==> config.mk <==
export PLATFORM = sky130hd
export DESIGN_NAME = cac_seq_restore_unit_flat
export DESIGN_NICKNAME = d
export VERILOG_FILES = /design/src/rtl/cac_seq_restore_if.sv /design/src/rtl/cac_seq_restore_unit.sv /design/src/flat_wrapper.sv
export SDC_FILE = /design/constraint.sdc
export NUM_CORES = 1
export LEC_CHECK = 0
export CAP_MARGIN = 10
export CORE_MARGIN = 3
export CORE_UTILIZATION = 53
export CTS_CLUSTER_SIZE = 24
export DETAILED_ROUTE_END_ITERATION = 8
export GPL_ROUTABILITY_DRIVEN = 0
export GPL_TIMING_DRIVEN = 0
export PLACE_DENSITY = 0.88
export SYNTH_ARGS = -nofsm -noshare
export SYNTH_HDL_FRONTEND = slang
export SYNTH_SLANG_ARGS = --single-unit
==> constraint.sdc <==
create_clock -name clk -period 2.45 [get_ports clk]
set_input_delay 0.49 -clock clk [delete_from_list [all_inputs] [get_ports clk]]
set_output_delay 0.49 -clock clk [all_outputs]
set_load 0.005 [all_outputs]
==> src/rtl/cac_seq_restore_if.sv <==
// Signal bundle between the key loader / stripped netlist and the restore unit.
// The master side drives key bits and samples; the slave side is the restore unit.
interface cac_seq_restore_if #(
    parameter int KW   = 32,
    parameter int NOUT = 7
);
    logic            key_start;
    logic            key_bit_vld;
    logic            key_bit;
    logic            key_ready;
    logic            key_armed;
    logic            locked_out;
    logic            in_valid;
    logic [KW-1:0]   pi;
    logic [NOUT-1:0] y_enc;
    logic [NOUT-1:0] y;
    logic            out_valid;

    modport master (
        output key_start, key_bit_vld, key_bit, in_valid, pi, y_enc,
        input  key_ready, key_armed, locked_out, y, out_valid
    );

    modport slave (
        input  key_start, key_bit_vld, key_bit, in_valid, pi, y_enc,
        output key_ready, key_armed, locked_out, y, out_valid
    );
endinterface

==> src/rtl/cac_seq_restore_unit.sv <==
// Sequential corrupt-and-correct restore stage: serially loaded key, registered
// restore of MASK-selected outputs on key match, with a bounded number of reloads.
module cac_seq_restore_unit #(
    parameter int              KW        = 32,
    parameter int              NOUT      = 7,
    parameter logic [NOUT-1:0] MASK      = 7'h40,
    parameter int              MAX_LOADS = 4
) (
    input  logic clk,
    input  logic rst_n,
    cac_seq_restore_if.slave bus
);
    localparam int CW = $clog2(KW + 1);
    localparam int LW = $clog2(MAX_LOADS + 1);

    typedef enum logic [1:0] {IDLE, LOAD, ARMED, LOCKOUT} state_t;

    state_t          state_reg, state_next;
    logic [KW-1:0]   key_reg, key_next;
    logic [CW-1:0]   bit_cnt_reg, bit_cnt_next;
    logic [LW-1:0]   load_cnt_reg, load_cnt_next;
    logic            key_ready_reg, key_armed_reg, locked_out_reg;
    logic [NOUT-1:0] y_reg;
    logic            out_valid_reg;
    logic            match;

    always_ff @(posedge clk or negedge rst_n) begin
        if (!rst_n) begin
            state_reg      <= IDLE;
            key_reg        <= '0;
            bit_cnt_reg    <= '0;
            load_cnt_reg   <= '0;
            key_ready_reg  <= 1'b0;
            key_armed_reg  <= 1'b0;
            locked_out_reg <= 1'b0;
        end else begin
            state_reg      <= state_next;
            key_reg        <= key_next;
            bit_cnt_reg    <= bit_cnt_next;
            load_cnt_reg   <= load_cnt_next;
            // Status flags track the state register exactly, without a decode path.
            key_ready_reg  <= (state_next == LOAD);
            key_armed_reg  <= (state_next == ARMED);
            locked_out_reg <= (state_next == LOCKOUT);
        end
    end

    always_comb begin
        state_next    = state_reg;
        key_next      = key_reg;
        bit_cnt_next  = bit_cnt_reg;
        load_cnt_next = load_cnt_reg;
        if (state_reg != LOCKOUT) begin
            // key_start has priority over a coincident key bit, which is dropped.
            if (bus.key_start) begin
                if (load_cnt_reg == LW'(MAX_LOADS)) begin
                    state_next = LOCKOUT;
                    key_next   = '0;
                end else begin
                    state_next    = LOAD;
                    key_next      = '0;
                    bit_cnt_next  = '0;
                    load_cnt_next = load_cnt_reg + 1'b1;
                end
            end else if (state_reg == LOAD && bus.key_bit_vld) begin
                key_next     = {key_reg[KW-2:0], bus.key_bit};
                bit_cnt_next = bit_cnt_reg + 1'b1;
                if (bit_cnt_reg == CW'(KW - 1)) begin
                    state_next = ARMED;
                end
            end
        end
    end

    // Uses the pre-edge state, so the sample coinciding with the last key bit stays corrupted.
    assign match = (state_reg == ARMED) && (bus.pi == key_reg);

    always_ff @(posedge clk or negedge rst_n) begin
        if (!rst_n) begin
            y_reg         <= '0;
            out_valid_reg <= 1'b0;
        end else if (bus.in_valid) begin
            y_reg         <= bus.y_enc ^ (match ? MASK : '0);
            out_valid_reg <= 1'b1;
        end else begin
            out_valid_reg <= 1'b0;
        end
    end

    assign bus.key_ready  = key_ready_reg;
    assign bus.key_armed  = key_armed_reg;
    assign bus.locked_out = locked_out_reg;
    assign bus.y          = y_reg;
    assign bus.out_valid  = out_valid_reg;
endmodule

==> src/flat_wrapper.sv <==
// flat-port wrapper written by rule: the top's interface ports become plain ports
module cac_seq_restore_unit_flat 
#(
    parameter int              KW        = 32,
    parameter int              NOUT      = 7,
    parameter logic [NOUT-1:0] MASK      = 7'h40,
    parameter int              MAX_LOADS = 4
)
  (clk, rst_n, bus_key_start, bus_key_bit_vld, bus_key_bit, bus_in_valid, bus_pi, bus_y_enc, bus_key_ready, bus_key_armed, bus_locked_out, bus_y, bus_out_valid);
  cac_seq_restore_if #(.KW(KW), .NOUT(NOUT)) bus_i ();
  input  logic clk;
  input  logic rst_n;
  input wire logic [$bits(bus_i.key_start)-1:0] bus_key_start;
  input wire logic [$bits(bus_i.key_bit_vld)-1:0] bus_key_bit_vld;
  input wire logic [$bits(bus_i.key_bit)-1:0] bus_key_bit;
  input wire logic [$bits(bus_i.in_valid)-1:0] bus_in_valid;
  input wire logic [$bits(bus_i.pi)-1:0] bus_pi;
  input wire logic [$bits(bus_i.y_enc)-1:0] bus_y_enc;
  output wire logic [$bits(bus_i.key_ready)-1:0] bus_key_ready;
  output wire logic [$bits(bus_i.key_armed)-1:0] bus_key_armed;
  output wire logic [$bits(bus_i.locked_out)-1:0] bus_locked_out;
  output wire logic [$bits(bus_i.y)-1:0] bus_y;
  output wire logic [$bits(bus_i.out_valid)-1:0] bus_out_valid;
  assign bus_i.key_start = bus_key_start;
  assign bus_i.key_bit_vld = bus_key_bit_vld;
  assign bus_i.key_bit = bus_key_bit;
  assign bus_i.in_valid = bus_in_valid;
  assign bus_i.pi = bus_pi;
  assign bus_i.y_enc = bus_y_enc;
  assign bus_key_ready = bus_i.key_ready;
  assign bus_key_armed = bus_i.key_armed;
  assign bus_locked_out = bus_i.locked_out;
  assign bus_y = bus_i.y;
  assign bus_out_valid = bus_i.out_valid;
  cac_seq_restore_unit #(.KW(KW), .NOUT(NOUT), .MASK(MASK), .MAX_LOADS(MAX_LOADS)) u_core (.clk(clk), .rst_n(rst_n), .bus(bus_i));
endmodule
# Word level (Yosys, flattened, before mapping)
# Index checks and enable logic that the tools add are counted.
# totals
ff_bits	54
latchBits	0
ramBits	0
mem_bits_ro	0
in_bits	45
out_inout_bits	11
wordCells	41
n_memories	0
# op_classes
add_sub_neg	2
n_mul	0
div	0
n_lt_le_gt_ge	0
n_eq_ne	10
n_shift	0
n_mux	12
n_bitwise	2
n_reduce_logical	6
# op_table
cell	count
2-to-1 mux 32 bit	2
equality test 32 bit	1
2-to-1 mux 6 bit	3
2-to-1 mux 2 bit	5
2-to-1 mux 7 bit	1
XOR 7 bit	1
adder 6 x 1 -> 6 bit, second input constant	1
equality test 2 bit, second input constant	3
equality test 6 x 5 -> 1 bit, second input constant	1
AND reduction 3 bit	2
equality test 2 x 1 -> 1 bit, second input constant	2
!= test 2 bit, second input constant	2
adder 3 x 1 -> 3 bit, second input constant	1
equality test 3 bit, second input constant	1
logical AND 1 bit	2
AND reduction 2 bit	1
nonzero test 2 bit	1
2-to-1 mux 1 bit	1
NOT 1 bit	1

# Longest topological paths before layout
# logic_depth
word_depth	6
mapped_depth	7
ltp_nobuf	7

# Least setup slack after synthesis
# Ideal clock, no wire load.
# synth_timing
kind	in2reg
from	in bus_pi[23]
to	reg u_core.y_reg[6] (netlist: u_core.bus.y[6])
setup_ns	0.082
t_arrival_ns	1.649
required_time_ns	2.368
slack_ns	0.719
stages	5
path_buffers	0
path_cell_list	xor2_1 nor4_1 nand4_1 or4_1 a31oi_1
# synth_between
elab_chain_len	4
# synth_rtl
element	line	source
from (decl)	flat_wrapper.sv:17	input wire logic [$bits(bus_i.pi)-1:0] bus_pi;
equality test 32 bit	cac_seq_restore_unit.sv:76	assign match = (state_reg == ARMED) && (bus.pi == key_reg);
logical AND 1 bit	cac_seq_restore_unit.sv:76	
2-to-1 mux 7 bit	cac_seq_restore_unit.sv:83	y_reg <= bus.y_enc ^ (match ? MASK : '0);
XOR 7 bit	cac_seq_restore_unit.sv:83	
to (signal assigned)	cac_seq_restore_unit.sv:83	
to (decl)	cac_seq_restore_unit.sv:23	logic [NOUT-1:0] y_reg;
# No other way between the ends.
# A chain may end at the register's enable or synchronous reset.

# Final worst setup path
# layout_timing
from	in bus_key_start
to	reg u_core.bit_cnt_reg[0]
# layout_between
elab_chain_len	2
elab_cells_between_ends	4
classes_between	eq/ne: 1; mux: 1; reduce/logical: 2
# layout_rtl
element	line	source
from (decl)	flat_wrapper.sv:13	input wire logic [$bits(bus_i.key_start)-1:0] bus_key_start;
!= test 2 bit (no line) or nonzero test 2 bit (tied branches)	--	
AND reduction 3 bit (no line)	--	
to (signal assigned)	cac_seq_restore_unit.sv:39	bit_cnt_reg <= bit_cnt_next;
to (decl)	cac_seq_restore_unit.sv:20	logic [CW-1:0] bit_cnt_reg, bit_cnt_next;
# Parallel ways exist; a longest one is shown, timed or not.

==> impl_metrics.csv <==
group,metric,value,unit
worst_setup_path,crit_path_start_kind,"primary input",
clock_tree,cts_buffers,5,
sta,finalSetupViolations,0,
global_routing,grt_pass1_wl,8380,um
yosys,synth-edff-count,0,
worst_setup_path,path_buf_inv,2,
yosys,synth_xor_area_share,13.9,%
clock_tree,clkTransAtPathRegs,0.10,ns
worst_setup_path,critPathMaxFanout,10,
yosys,ys_types,28,
routing,dr.first_iter.drc_count,132,
sta,fmax,459,MHz
clock_tree,clk_latency,0.30,ns
routing,wire_per_inst,16.9,um
clock_tree,postCtsResizedCells,0,
routing,via_per_inst,5.65,
pwr,pwr-share-seq,54.3,%
global_routing,grt_usage,20.5,%
sta,fin_setup_tns,0,ns
yosys,synth_commonest_cells,"dfrtp_1 (54), xor2_1 (34), a22o_1 (28), nor2_1 (9), nor4_1 (8)",
yosys,synth_area_leaders,"dfrtp_1 (56%), xor2_1 (12%), a22o_1 (10%)",
routing,drc,0,
sta,fin_ws,0.269,ns
worst_setup_path,critPathKind,"in -> reg",
routing,first_pass_iters,5,
yosys,syn-instance-count,195,
routing,num_vias,1747,
pwr,p_per_area,595,nW/um^2
floorplan,core,4170,sq um
worst_setup_path,slowest_stage,"nor3_1",
global_routing,grt_max_degree,36,
layout,nNetsFinal,306,
sta,rsz0062_at_grt,"no",
worst_setup_path,crit_path_end_kind,"flop",
routing,drt_wl_total,5230,um
placed_design,port_buffers,55,
clock_tree,clockRootBuffer,"clkbuf_8",
yosys,synth.most_common_cell,"dfrtp_1",
clock_tree,cts_tree,"built",
yosys,synth_fa_ha_area_share,1.57,%
sta,fin_crit,2.18,ns
sta,slew_headroom,41.5,%
placed_design,place_hpwl,3980,um
yosys,yosysSeqAreaShare,56.4,%
yosys,synth-simple-area-share,8.99,%
yosys,ys.flop_type,"dfrtp_1",
global_routing,global_route.overflow_total,0,
routing,postRouteAntennaNets,0,
pwr,peakVddDrop,0.394,mV
yosys,netlist_area,2390,sq um
yosys,avgSynthCellArea,12.3,sq um
pwr,p_leak,1.46,nW
yosys,synth_top_family_by_area,"compound AO/OA/AOI/OAI gates",
pwr,p_switching,441,uW
yosys,ys_warn_count,0,
layout,stdcell_count,309,
clock_tree,htree_levels,2,
worst_setup_path,cp_top_family,"buffers and inverters",
worst_setup_path,required,2.68,ns
min_path,min_path_type,"in -> async",
pwr,pwr-share-comb,14.6,%
worst_setup_path,crit_arrival,2.41,ns
clock_tree,cts_max_path_buffers,2,
sta,finalCritPeriodShare,89.0,%
yosys,synth.mux.area_fraction,2.82,%
floorplan,die_area,5360,sq um
yosys,syn_nets,243,
global_routing,grt_antenna_before_repair,0,
global_routing,grt_pass1_vias,1788,
layout,area_growth_syn_to_layout,30.8,%
yosys,synth_top_area_share,56.4,%
sta,hold_viol,0,
pwr,clockPowerShare,31.2,%
worst_setup_path,crit_chain,"clkdlybuf4s50_1 > nor3_1 > clkbuf_1 > nor2_1 > a21oi_1",
sta,worstMarginPinSlew,0.871,ns
pwr,total_power,1.86,mW
yosys,synth_seq_cells,54,
sta,clock_skew,0.00993,ns
floorplan,fp-row-count,23,
layout,largest_reg_flops,32,
yosys,netlist.top_cell.by_area,"dfrtp_1",
placed_design,dp_slack,-0.00590,ns
floorplan,io_pins,56,
layout,antennaDiodeCount,0,
yosys,synth_compound_area_share,14.1,%
sta,maxSlewViolCount,0,
floorplan,start_util,57.4,%
layout,layout-drive-gt1-share,8.49,%
clock_tree,cts_num_sinks,54,
worst_setup_path,cpPeakStageDelay,0.75,ns
placed_design,dp_cells,301,
floorplan,die_h,73.2,um
yosys,synthArstFlopShare,100,%
clock_tree,cts_hold_buf,0,
pwr,p_sw_share,23.6,%
clock_tree,cts_setup_buffers,0,
flow_run,max_cap_viol_count,0,
outcome,status,"completed",
floorplan,die_w,73.2,um
pwr,internal_power,1.42,mW
layout,fillers,272,
layout,final_util,75.1,%
-- final timing paths --
check	from	cells past startpoint	slack, ns	to
max	bus_key_start	5	0.27	u_core.bit_cnt_reg[0]$_DFFE_PN0P_
min	rst_n	1	0.13	u_core.key_reg[16]$_DFFE_PN0P_
max reg2reg	u_core.key_reg[30]$_DFFE_PN0P_	5	0.50	u_core.bus.y[6]$_DFFE_PN0P_
min reg2reg	u_core.load_cnt_reg[2]$_DFFE_PN0P_	1	0.50	u_core.load_cnt_reg[2]$_DFFE_PN0P_
max in group asynchronous	rst_n	2	1.77	u_core.key_reg[27]$_DFFE_PN0P_
min in group clk	u_core.load_cnt_reg[2]$_DFFE_PN0P_	1	0.50	u_core.load_cnt_reg[2]$_DFFE_PN0P_
-- metrics by stage --
stage                     hold slack (ns)  cell area [sq um]
final                               0.128               3130
after global routing                0.156               3130
after CTS                           0.137               3130
after detailed placement            0.466               3020
after global placement              0.477               3010
after floorplan                     0.194               2390
-- power groups by stage --
stage                     sequential, mW  combinational, mW  clock (mW)
final                               1.01              0.271       0.581
after global routing                1.02              0.305       0.625
after CTS                           1.01              0.275       0.590
after detailed placement            1.03              0.271           0
after global placement              1.02              0.258           0
after floorplan                     1.02              0.126           0
-- cells by family (layout without fill, tap and decap cells) --
kind of cell    after synthesis  in the layout
flops                        54             54
simple gates                 41             41
fa+ha+maj                     3              3
compound gates               41             41
buf+inv                      12             76
mux                           6              6
xor+xnor                     38             38
-- final cells by class --
class | count | area, sq um | share of cell area, %
Buffer | 8 | 37.5 | 1.20
Sequential cell | 54 | 1350 | 43.1
Clock buffer | 6 | 72.6 | 2.32
Timing Repair Buffer | 56 | 566 | 18.1
Clock inverter | 2 | 37.5 | 1.20
Inverter | 4 | 15.0 | 0.479
Tap cell | 50 | 62.6 | 2.00
Multi-Input combinational cell | 129 | 991 | 31.6
-- metal layers --
metal | part of all wire [%] | global-route usage, % | up-vias
li1 | - | - | 826
met2 | 50 | 33.2 | 57
met1 | 44 | 28.1 | 856
met4 | 1.5 | 6.56 | 0
met3 | 5.0 | 3.44 | 8
met5 | 0 | 0 | -
-- layout by cell type (no fill, tap or decap), drive strengths merged --
cell type,n
buf,3
clkinvlp,1
or2,2
and4b,1
dfrtp,54
o21bai,1
nor3,3
bufinv,1
and3,1
clkbuf,13
inv,4
mux2,6
xnor2,4
nor4,8
a22o,32
nand2,7
o31ai,1
a31oi,2
ha,3
and2,2
xor2,34
nor2,9
or4,1
o21ai,2
clkdlybuf4s50,54
a21oi,3
nand3,4
nand4b,1
nand4,2
No activity file was read; power rests on OpenSTA's default activity.
